$ cat src/rtl/id_hazard_ctrl.sv
`default_nettype none
// id_hazard_ctrl: decode-side interlock, operand-forwarding select and DIV/DIVU sequencer.
// Define HAZ_FWD_EN to enable EX/MEM/WB forwarding; otherwise every RAW match stalls.
module id_hazard_ctrl #(
  parameter int unsigned DIV_CYCLES = 32
) (
  input  logic       clk,
  input  logic       resetn,
  input  logic       id_valid,
  input  logic [4:0] id_rs,
  input  logic [4:0] id_rt,
  input  logic [4:0] id_rd,
  input  logic       id_rf_we,
  input  logic       id_is_load,
  input  logic       id_md_start,
  input  logic       id_hilo_use,
  input  logic       flush,
  output logic       stall,
  output logic [1:0] rs_sel,
  output logic [1:0] rt_sel,
  output logic       md_start,
  output logic       md_busy,
  output logic       md_done,
  output logic       md_abort
);

  typedef enum logic [1:0] {
    S_IDLE = 2'd0,
    S_BUSY = 2'd1,
    S_DONE = 2'd2
  } div_state_t;

  localparam logic [5:0] CNT_LOAD = 6'(DIV_CYCLES - 1);

  logic       ex_valid_q, mem_valid_q, wb_valid_q;
  logic [4:0] ex_rd_q, mem_rd_q, wb_rd_q;
  logic       ex_we_q, mem_we_q, wb_we_q;
  logic       ex_ld_q, mem_ld_q;

  div_state_t state_q, state_d;
  logic [5:0] cnt_q, cnt_d;
  logic       md_start_q, md_start_d;
  logic       md_busy_q, md_busy_d;
  logic       md_done_q, md_done_d;
  logic       md_abort_q, md_abort_d;

  logic rs_ex, rs_mem, rs_wb, rt_ex, rt_mem, rt_wb;
  logic data_haz, hilo_haz;

  assign rs_ex  = (id_rs != 5'd0) && ex_valid_q  && ex_we_q  && (ex_rd_q  == id_rs);
  assign rs_mem = (id_rs != 5'd0) && mem_valid_q && mem_we_q && (mem_rd_q == id_rs);
  assign rs_wb  = (id_rs != 5'd0) && wb_valid_q  && wb_we_q  && (wb_rd_q  == id_rs);
  assign rt_ex  = (id_rt != 5'd0) && ex_valid_q  && ex_we_q  && (ex_rd_q  == id_rt);
  assign rt_mem = (id_rt != 5'd0) && mem_valid_q && mem_we_q && (mem_rd_q == id_rt);
  assign rt_wb  = (id_rt != 5'd0) && wb_valid_q  && wb_we_q  && (wb_rd_q  == id_rt);

`ifdef HAZ_FWD_EN
  // Load data only exists at WB, so a load match in EX or MEM must wait.
  assign data_haz = ((rs_ex | rt_ex) & ex_ld_q) | ((rs_mem | rt_mem) & mem_ld_q);
  assign rs_sel   = rs_ex ? 2'b01 : rs_mem ? 2'b10 : rs_wb ? 2'b11 : 2'b00;
  assign rt_sel   = rt_ex ? 2'b01 : rt_mem ? 2'b10 : rt_wb ? 2'b11 : 2'b00;
`else
  logic unused_ld;
  assign unused_ld = ex_ld_q ^ mem_ld_q;
  assign data_haz  = rs_ex | rs_mem | rs_wb | rt_ex | rt_mem | rt_wb;
  assign rs_sel    = 2'b00;
  assign rt_sel    = 2'b00;
`endif

  assign hilo_haz = (id_md_start | id_hilo_use) && (state_q != S_IDLE);
  assign stall    = !flush && id_valid && (data_haz || hilo_haz);

  always_ff @(posedge clk or negedge resetn) begin
    if (!resetn) begin
      ex_valid_q  <= 1'b0;
      mem_valid_q <= 1'b0;
      wb_valid_q  <= 1'b0;
      ex_rd_q     <= 5'd0;
      mem_rd_q    <= 5'd0;
      wb_rd_q     <= 5'd0;
      ex_we_q     <= 1'b0;
      mem_we_q    <= 1'b0;
      wb_we_q     <= 1'b0;
      ex_ld_q     <= 1'b0;
      mem_ld_q    <= 1'b0;
    end else begin
      ex_valid_q  <= id_valid && !stall && !flush;
      ex_rd_q     <= id_rd;
      ex_we_q     <= id_rf_we;
      ex_ld_q     <= id_is_load;
      mem_valid_q <= ex_valid_q && !flush;
      mem_rd_q    <= ex_rd_q;
      mem_we_q    <= ex_we_q;
      mem_ld_q    <= ex_ld_q;
      wb_valid_q  <= mem_valid_q;
      wb_rd_q     <= mem_rd_q;
      wb_we_q     <= mem_we_q;
    end
  end

  // A flush only cancels a divide still counting; one already in DONE retires.
  always_comb begin
    state_d    = state_q;
    cnt_d      = cnt_q;
    md_start_d = 1'b0;
    md_done_d  = 1'b0;
    md_abort_d = 1'b0;
    unique case (state_q)
      S_IDLE: begin
        if (id_valid && id_md_start && !stall && !flush) begin
          state_d    = S_BUSY;
          cnt_d      = CNT_LOAD;
          md_start_d = 1'b1;
        end
      end
      S_BUSY: begin
        if (flush) begin
          state_d    = S_IDLE;
          cnt_d      = 6'd0;
          md_abort_d = 1'b1;
        end else if (cnt_q == 6'd0) begin
          state_d   = S_DONE;
          md_done_d = 1'b1;
        end else begin
          cnt_d = cnt_q - 6'd1;
        end
      end
      S_DONE:  state_d = S_IDLE;
      default: state_d = S_IDLE;
    endcase
    md_busy_d = (state_d == S_BUSY);
  end

  always_ff @(posedge clk or negedge resetn) begin
    if (!resetn) begin
      state_q    <= S_IDLE;
      cnt_q      <= 6'd0;
      md_start_q <= 1'b0;
      md_busy_q  <= 1'b0;
      md_done_q  <= 1'b0;
      md_abort_q <= 1'b0;
    end else begin
      state_q    <= state_d;
      cnt_q      <= cnt_d;
      md_start_q <= md_start_d;
      md_busy_q  <= md_busy_d;
      md_done_q  <= md_done_d;
      md_abort_q <= md_abort_d;
    end
  end

  assign md_start = md_start_q;
  assign md_busy  = md_busy_q;
  assign md_done  = md_done_q;
  assign md_abort = md_abort_q;

endmodule
`default_nettype wire
$ cat config.mk
export PLATFORM = sky130hd
export DESIGN_NAME = id_hazard_ctrl
export DESIGN_NICKNAME = d
export VERILOG_FILES = /design/src/rtl/id_hazard_ctrl.sv
export SDC_FILE = /design/constraint.sdc
export NUM_CORES = 1
export LEC_CHECK = 0
export CAP_MARGIN = 10
export CORE_AREA = 2 2 71 73
export CTS_CLUSTER_SIZE = 20
export DETAILED_ROUTE_END_ITERATION = 8
export DIE_AREA = 0 0 73 75
export PLACE_DENSITY = 0.64
export RECOVER_POWER = 50
export SLEW_MARGIN = 20
export SYNTH_ARGS = -nofsm -noshare
export SYNTH_HDL_FRONTEND = slang
export SYNTH_SLANG_ARGS = --single-unit
$ cat constraint.sdc
create_clock -name clk -period 1.65 [get_ports clk]
set_input_delay 0.165 -clock clk [delete_from_list [all_inputs] [get_ports clk]]
set_output_delay 0.165 -clock clk [all_outputs]
set_load 0.05 [all_outputs]
# == After elaboration in Yosys (flattened, before gate mapping) ==
# Index checks and enable logic that the tools add are counted.
# totals
ff_bits,33
latchBits,0
ramBits,0
rom_bits,0
memories,0
# classes
n_addsub,1
n_mul,0
n_div,0
magnitude_cmp,0
n_eq_ne,10
shifts,0
n_mux,15
bitwise,6
reduce_logical,37
# ops
op,count
== test 5 bit,6
logical AND 1 bit,27
2-to-1 mux 6 bit,3
one-hot mux 6 bit (2 select lines),1
nonzero test 5 bit,2
2-to-1 mux 1 bit,7
zero test 6 bit,1
2-to-1 mux 2 bit,3
bitwise OR 1 bit,6
subtractor 6 x 1 -> 6 bit (second input constant),1
== test 2 x 1 -> 1 bit (second input constant),2
one-hot mux 2 bit (2 select lines),1
nonzero test 2 bit,2
!= test 3 bit (second input constant),1
AND reduction 3 bit,1
zero test 1 bit,2
zero test 2 bit,1
!= test 2 bit (second input constant),1
logical OR 1 bit,1

# == Longest topological paths before layout ==
# Gate-level depths: netlist of the first run.
# depth
word_depth,17
mapped_depth,9

# == Least setup slack after synthesis of the first run ==
# Ideal clock, no wire load.
# synth_path
kind,register to output
from,reg mem_rd_q[0]
to,out stall
t_arrival_ns,1.901
required_ns,1.485
setup_slack_ns,-0.416
stages_incl_launch_ff,6
n_path_buf,0
cell_sequence,dfrtp_1 > xnor2_1 > nand3_1 > nor3_1 > nor2_1 > a31oi_1
# synth_via
elab_chain_len,9
elab_cells_between_ends,11
cone_classes,eq/ne: 2; bitwise: 5; reduce/logical: 4
# synth_rtl
element,line_no,rtl
"start, declared",36,"logic [4:0] ex_rd_q, mem_rd_q, wb_rd_q;"
"start signal, assigned",92,mem_rd_q <= ex_rd_q;
== test 5 bit,51,assign rs_mem = (id_rs != 5'd0) && mem_valid_q && mem_we_q && (mem_rd_q == id_rs);
logical AND 1 bit,51,
bitwise OR 1 bit (3 in a row),65,assign data_haz = rs_ex | rs_mem | rs_wb | rt_ex | rt_mem | rt_wb;
bitwise OR 1 bit * (2 in a row),65,
logical OR 1 bit *,71,assign stall = !flush && id_valid && (data_haz || hilo_haz);
logical AND 1 bit *,71,
"end, declared",18,"output logic stall,"
# Mark *: on every way between the ends. The rest lies on a longest branch, timed or not.

# == Final worst setup path of the first run ==
# layout_path
from,reg ex_rd_q[1]
to,out stall
# layout_via
elab_chain_len,9
elab_cells_between_ends,11
cone_classes,eq/ne: 2; bitwise: 5; reduce/logical: 4
# layout_rtl
element,line_no,rtl
"start, declared",36,
"start signal, assigned",88,ex_rd_q <= id_rd;
== test 5 bit,50,assign rs_ex = (id_rs != 5'd0) && ex_valid_q && ex_we_q && (ex_rd_q == id_rs);
logical AND 1 bit,50,
bitwise OR 1 bit (2 in a row),65,
bitwise OR 1 bit * (3 in a row),65,
logical OR 1 bit *,71,
logical AND 1 bit *,71,
# Marks and branches as above.

==> results of run 1 <==
-- worst paths after layout --
path / end / depth (start not counted)
setup / recovery: stall / 7
setup reg to reg: cnt_q[5]$_DFFE_PN0P_ / 5
max in group asynchronous: mem_we_q$_DFF_PN0_ / 2
hold reg to reg: mem_we_q$_DFF_PN0_ / 0
hold / removal: mem_we_q$_DFF_PN0_ / 0
min in group asynchronous: ex_rd_q[4]$_DFF_PN0_ / 2
-- critical path, stage by stage (launching register included) --
cell and delay [ps]:
dfrtp_1 410, buf_6 130, xnor2_2 100, nand4_1 130, nor3_2 280, nor3_4 80, a31oi_4 180, buf_6 180
-- metrics by stage --
step / instances / power [mW]
after floorplan: 151 / 1.180
after CTS: 269 / 2.063
final: 270 / 2.076
after detailed placement: 257 / 1.415
after global placement: 257 / 1.409
after global routing: 270 / 2.200
-- area by class of cell --
cell class	count	area, um2
inverters	4	20.02
clock buffers	6	72.57
repair buffers	64	524.3
flip-flops and latches	33	825.8
fillers	425	2203
well taps	54	67.56
clock inverters	2	10.01
multi-input cells	107	937.1
-- synthesized netlist by cell type (all sizes together), types with 2 or more instances --
cell type | count | area [um2]
a21oi | 4 | 20.02
a31oi | 2 | 12.51
buf | 5 | 33.78
clkbuf | 2 | 7.510
dfrtp | 33 | 825.8
inv | 3 | 11.26
nand2 | 6 | 25.03
nand2b | 3 | 18.77
nand3 | 7 | 35.03
nand4 | 6 | 37.54
nor2 | 11 | 48.80
nor2b | 3 | 18.77
nor3 | 11 | 71.32
o211ai | 3 | 22.52
o21ai | 4 | 20.02
or4 | 3 | 26.27
or4b | 2 | 20.02
xnor2 | 30 | 262.8
-- registers in the layout, summed over array words and instances, names as in the netlist, 2 cells and up --
signal	count
ex_rd_q	5
state_q	2
cnt_q	6
wb_rd_q	5
mem_rd_q	5
-- where the power goes --
part / total (mW) / switching [mW] / internal [mW]
logic: 0.576 / 0.275 / 0.301
clock network: 0.568 / 0.276 / 0.292
registers: 0.932 / 0.0556 / 0.877
-- what timing repair did --
item	CTS	global route
pin swaps	15	14
gates resized for setup	50	16
setup buffers	5	2
endpoints found under the setup margin	13	11
hold buffers	0	0
cloned	0	0
-- layer usage --
metal	GRT usage	up-vias	wire [um]
met4	0.04938	0	34
li1	-	639	-
met2	0.2372	31	1889
met1	0.2121	640	1709
met3	0.03213	2	146
met5	0	-	0
-- cell families (layout without fill, tap and decap cells) --
logic type | after synthesis | count (layout) | share of synthesized area
compound gates | 16 | 16 | 0.06231
fa+ha+maj | 1 | 1 | 0.007787
flops | 33 | 33 | 0.5140
mux | 1 | 1 | 0.006231
xor+xnor | 30 | 30 | 0.1636
simple gates | 55 | 55 | 0.2087
other cells | 1 | 4 | 0.002334
buf+inv | 11 | 76 | 0.03504
==> results by group, run 1 <==
Synth
  • Number of synthesized flops with an enable pin: 0
  • Synth unique cells: 34
  • Mean post-synth cell area: 10.86 um2
  • Number of synthesized register bits: 33
  • Sequential area share after synthesis: 0.5140
  • Asr flop ratio synth: 1.000
  • Cells after synthesis: 148
  • Dominant synthesized flop cell: dfrtp_1
  • Post-Syn Area: 1607 um2
  • Syn. warnings: 0

STA
  • Clk_skew: 7.561 ps
  • Slew HR: 0.4734
  • Final setup vio count: 7
  • RSZ-0062 raised after global routing: true
  • Fmax: 515.4 MHz
  • Hold Slack: 415.7 ps
  • Fin crit share: 1.176
  • PnR worst setup slack: -290.2 ps
  • Tmin final: 1940 ps
  • Slew @ Worst Pin: 789.8 ps
  • Hold Fails Final Rpt: 0
  • Max-slew violations: 0
  • Setup_tns: -606.8 ps

Floorplanning
  • Die width: 73 um
  • Starting Density: 0.3447
  • Core ar.: 4661 um2
  • Die H: 75 um
  • Die Area: 5475 um2
  • Ports: 32
  • FP Rows: 25

Cells and area
  • Final Cell Area: 2457 um2
  • Nets@finish: 239
  • Most frequent cells in the layout: 36 x buf_4, 33 x dfrtp_1, 27 x xnor2_1
  • Commonest non-fill, non-tap cell in the layout: buf_4
  • Diodes inserted: 0
  • Area grow syn2layout: 52.96%
  • Fin util: 0.5272
  • Share of cells above drive strength 1: 0.4167

Placement
  • DP HPWL: 2637 um
  • Pre-CTS setup slack: -561.5 ps
  • Port bufs: 26
  • Final GP Congestion: 0.9091
  • Placed cell areas: 2162 um2

Setup path
  • CP Class: reg -> out
  • Setup slack, reg-to-reg: -80 ps
  • Critical Path AT: 1780 ps
  • R2R Path Start: state_q[0]$_DFF_PN0_
  • CP Capture Type: output pin
  • CP Launch Type: flip-flop
  • CP Max Fanout: 3
  • CP required: 1480 ps
  • Worst setup startpoint: ex_rd_q[1]$_DFF_PN0_

Min path
  • Hold_sp: ex_we_q$_DFF_PN0_
  • Hold Crit Class: reg -> reg

Global route
  • Global-route wire length before repair: 6292 um
  • Largest net degree at the start of global routing: 34
  • Total gr overflow: 0
  • Total GRT Usage: 0.1519
  • Vias in the first global route: 1304
  • Initial antenna violation count: 0

Clock network
  • H-tree depth: 2
  • CTS sink cnt: 33
  • Inserted Clock Buffers: 5
  • Clock Root Buffer: clkbuf_8
  • CTS tree: built
  • Clock Pin Slew Worst Setup and Hold Paths: 60 ps
  • Longest Clk Path Bufs: 2
  • Clock latency at the later pin of the worst-skew pair: 270 ps

Route
  • Total Wirelength: 3780 um
  • DRC: 0
  • Pre-Repair DR Iteration Count: 4
  • WL per Instance: 14.00 um
  • Detail Route Antenna Nets: 0
  • Vias per inst: 4.859
  • DRT iter0 DRCs: 44
  • Via count: 1312

Run status
  • Failing checks: setup timing
  • Status: complete, but fails checks

Power
  • Max VDD drop: 0.5485 mV
  • LEAKAGE: 1.025 nW
  • Pwr/cell area: 844.8 nW/um2

Job
  • MaxCap Viol Count: 0
No activity file was read; power rests on OpenSTA's default activity.
==> run 2, diff against run 1 <==
Settings changed: CORE_AREA 2 2 71 73 to 2 2 63 65, CTS_CLUSTER_SIZE 20 to 40, DIE_AREA 0 0 73 75 to 0 0 65 67, GPL_ROUTABILITY_DRIVEN set to 0, PLACE_DENSITY 0.64 to 0.77.
==> results by group, run 2 (synthesis results as in run 1) <==
Global route
  • Largest net degree at the start of global routing: 34
  • Initial antenna violation count: 0
  • Global-route wire length before repair: 7217 um
  • Total gr overflow: 0
  • Total GRT Usage: 0.2343
  • Vias in the first global route: 1556

Route
  • DRT iter0 DRCs: 94
  • Total Wirelength: 4768 um
  • Detail Route Antenna Nets: 0
  • WL per Instance: 18.06 um
  • Vias per inst: 5.258
  • Pre-Repair DR Iteration Count: 4
  • Via count: 1388
  • DRC: 0

Floorplanning
  • Die width: 65 um
  • FP Rows: 22
  • Die H: 67 um
  • Starting Density: 0.4455
  • Core ar.: 3606 um2
  • Ports: 32
  • Die Area: 4355 um2

Cells and area
  • Area grow syn2layout: 59.19%
  • Most frequent cells in the layout: 38 x buf_4, 29 x dfrtp_1, 20 x xnor2_1
  • Fin util: 0.7092
  • Diodes inserted: 0
  • Commonest non-fill, non-tap cell in the layout: buf_4
  • Fillers: 234
  • Share of cells above drive strength 1: 0.4769
  • Largest reg by FF count: cnt_q
  • Nets@finish: 240
  • Final Instance Count excl. Fillers: 264
  • Max FFs per register: 6

STA
  • Max-slew violations: 0
  • Setup_tns: -1483 ps
  • PnR worst setup slack: -296.8 ps
  • Fin crit share: 1.180
  • Slew HR: 0.5895
  • Hold Fails Final Rpt: 0
  • Slew @ Worst Pin: 615.8 ps
  • Clk_skew: 8.035 ps
  • Final setup vio count: 11
  • Fmax: 513.7 MHz
  • RSZ-0062 raised after global routing: true
  • Tmin final: 1947 ps

Setup path
  • CP required: 1480 ps
  • Cells along the critical path: xnor2_2, nand4_1, nor3_4, nor3_4, a31oi_4, buf_6
  • CP Max Fanout: 3
  • CP Capture Type: output pin
  • CP Class: reg -> out
  • CP max stage cell: dfrtp_2
  • CP Launch Type: flip-flop
  • Slowest stage delay, CP: 440 ps
  • Critical Path AT: 1780 ps
  • Most common cell on crit path: nor3_4

Power
  • LEAKAGE: 1.073 nW
  • Pwr/cell area: 844.0 nW/um2
  • Max VDD drop: 0.5058 mV
  • Overall Power: 2.159 mW

Placement
  • Placed insts: 245
  • DP HPWL: 2806 um
  • Port bufs: 26

Clock network
  • Clock Pin Slew Worst Setup and Hold Paths: 70 ps
  • CTS sink cnt: 33
  • Clock latency at the later pin of the worst-skew pair: 280 ps
  • Longest Clk Path Bufs: 2
  • CTS Hold Bufs: 0
  • Clock Root Buffer: clkbuf_8
  • Inserted Clock Buffers: 5
  • H-tree depth: 2
  • CTS tree: built

Min path
  • Hold Crit Class: in -> async

Job
  • MaxCap Viol Count: 0

Run status
  • Failing checks: setup timing
  • Status: complete, but fails checks
## run 2: cell count changes in the layout (fill, tap and decap cells not counted), sizes merged, moves of 2 or more
cell / delta
buf: +4
clkbuf: -2
clkdlybuf4s50: +3
clkinv: -3
dlygate4sd2: -2
## run 2: cell type report
cell class | instances | area (um2) | area share
clock buffers | 7 | 86.33 | 0.03376
inverters | 4 | 17.52 | 0.006849
multi-input cells | 107 | 1021 | 0.3992
flip-flops and latches | 33 | 830.8 | 0.3249
well taps | 48 | 60.06 | 0.02348
repair buffers | 65 | 541.8 | 0.2118
## run 2: per-layer routing
metal	up-vias	part of all wire	wire length [um]	track usage
li1	638	-	-	-
met4	0	0.026	122	0.1543
met3	12	0.047	226	0.07095
met5	-	0	0	0
met1	690	0.38	1790	0.2446
met2	48	0.55	2629	0.4072
## run 2: path summary, 6_finish.rpt
check	to	slack [ps]	startpoint	depth (start not counted)
setup / recovery	stall	-300	ex_rd_q[1]$_DFF_PN0_	6
hold / removal	wb_rd_q[1]$_DFF_PN0_	280	resetn	2
setup reg to reg	md_start$_DFF_PN0_	-130	mem_rd_q[3]$_DFF_PN0_	9
hold reg to reg	mem_rd_q[4]$_DFF_PN0_	440	ex_rd_q[4]$_DFF_PN0_	0
max in group asynchronous	ex_rd_q[1]$_DFF_PN0_	1050	resetn	2
min in group clk	mem_rd_q[4]$_DFF_PN0_	440	ex_rd_q[4]$_DFF_PN0_	0
## run 2: report_power, final
group	leakage (nW)	total (mW)	internal [mW]	switching [mW]
Combinational	0.634	0.616	0.313	0.303
Clock	0.0443	0.598	0.330	0.267
Sequential	0.394	0.945	0.878	0.0670
## run 2: metrics by stage
stage	hold WS (ps)	instance area [um2]	setup WS [ps]
after floorplan	-130.6	1642	-17.15
after global placement	392.1	2110	-501.2
after detailed placement	402.3	2110	-542.9
after CTS	285.8	2414	-229.7
after global routing	336.9	2557	-382.4
final	284.0	2557	-296.8
## run 2: critical path, delay by kind of cell (launching register included)
family,cells,cell delay (ps)
buffers and inverters,1,180
AO/OA/AOI/OAI,1,160
flip-flops,1,440
AND/OR/NAND/NOR,3,520
XOR/XNOR,1,200
## run 2: what timing repair did
item,4_1_cts,5_1_grt
pin swaps,23,16
gates resized for setup,53,29
setup buffers,10,3
setup endpoints to repair,13,13
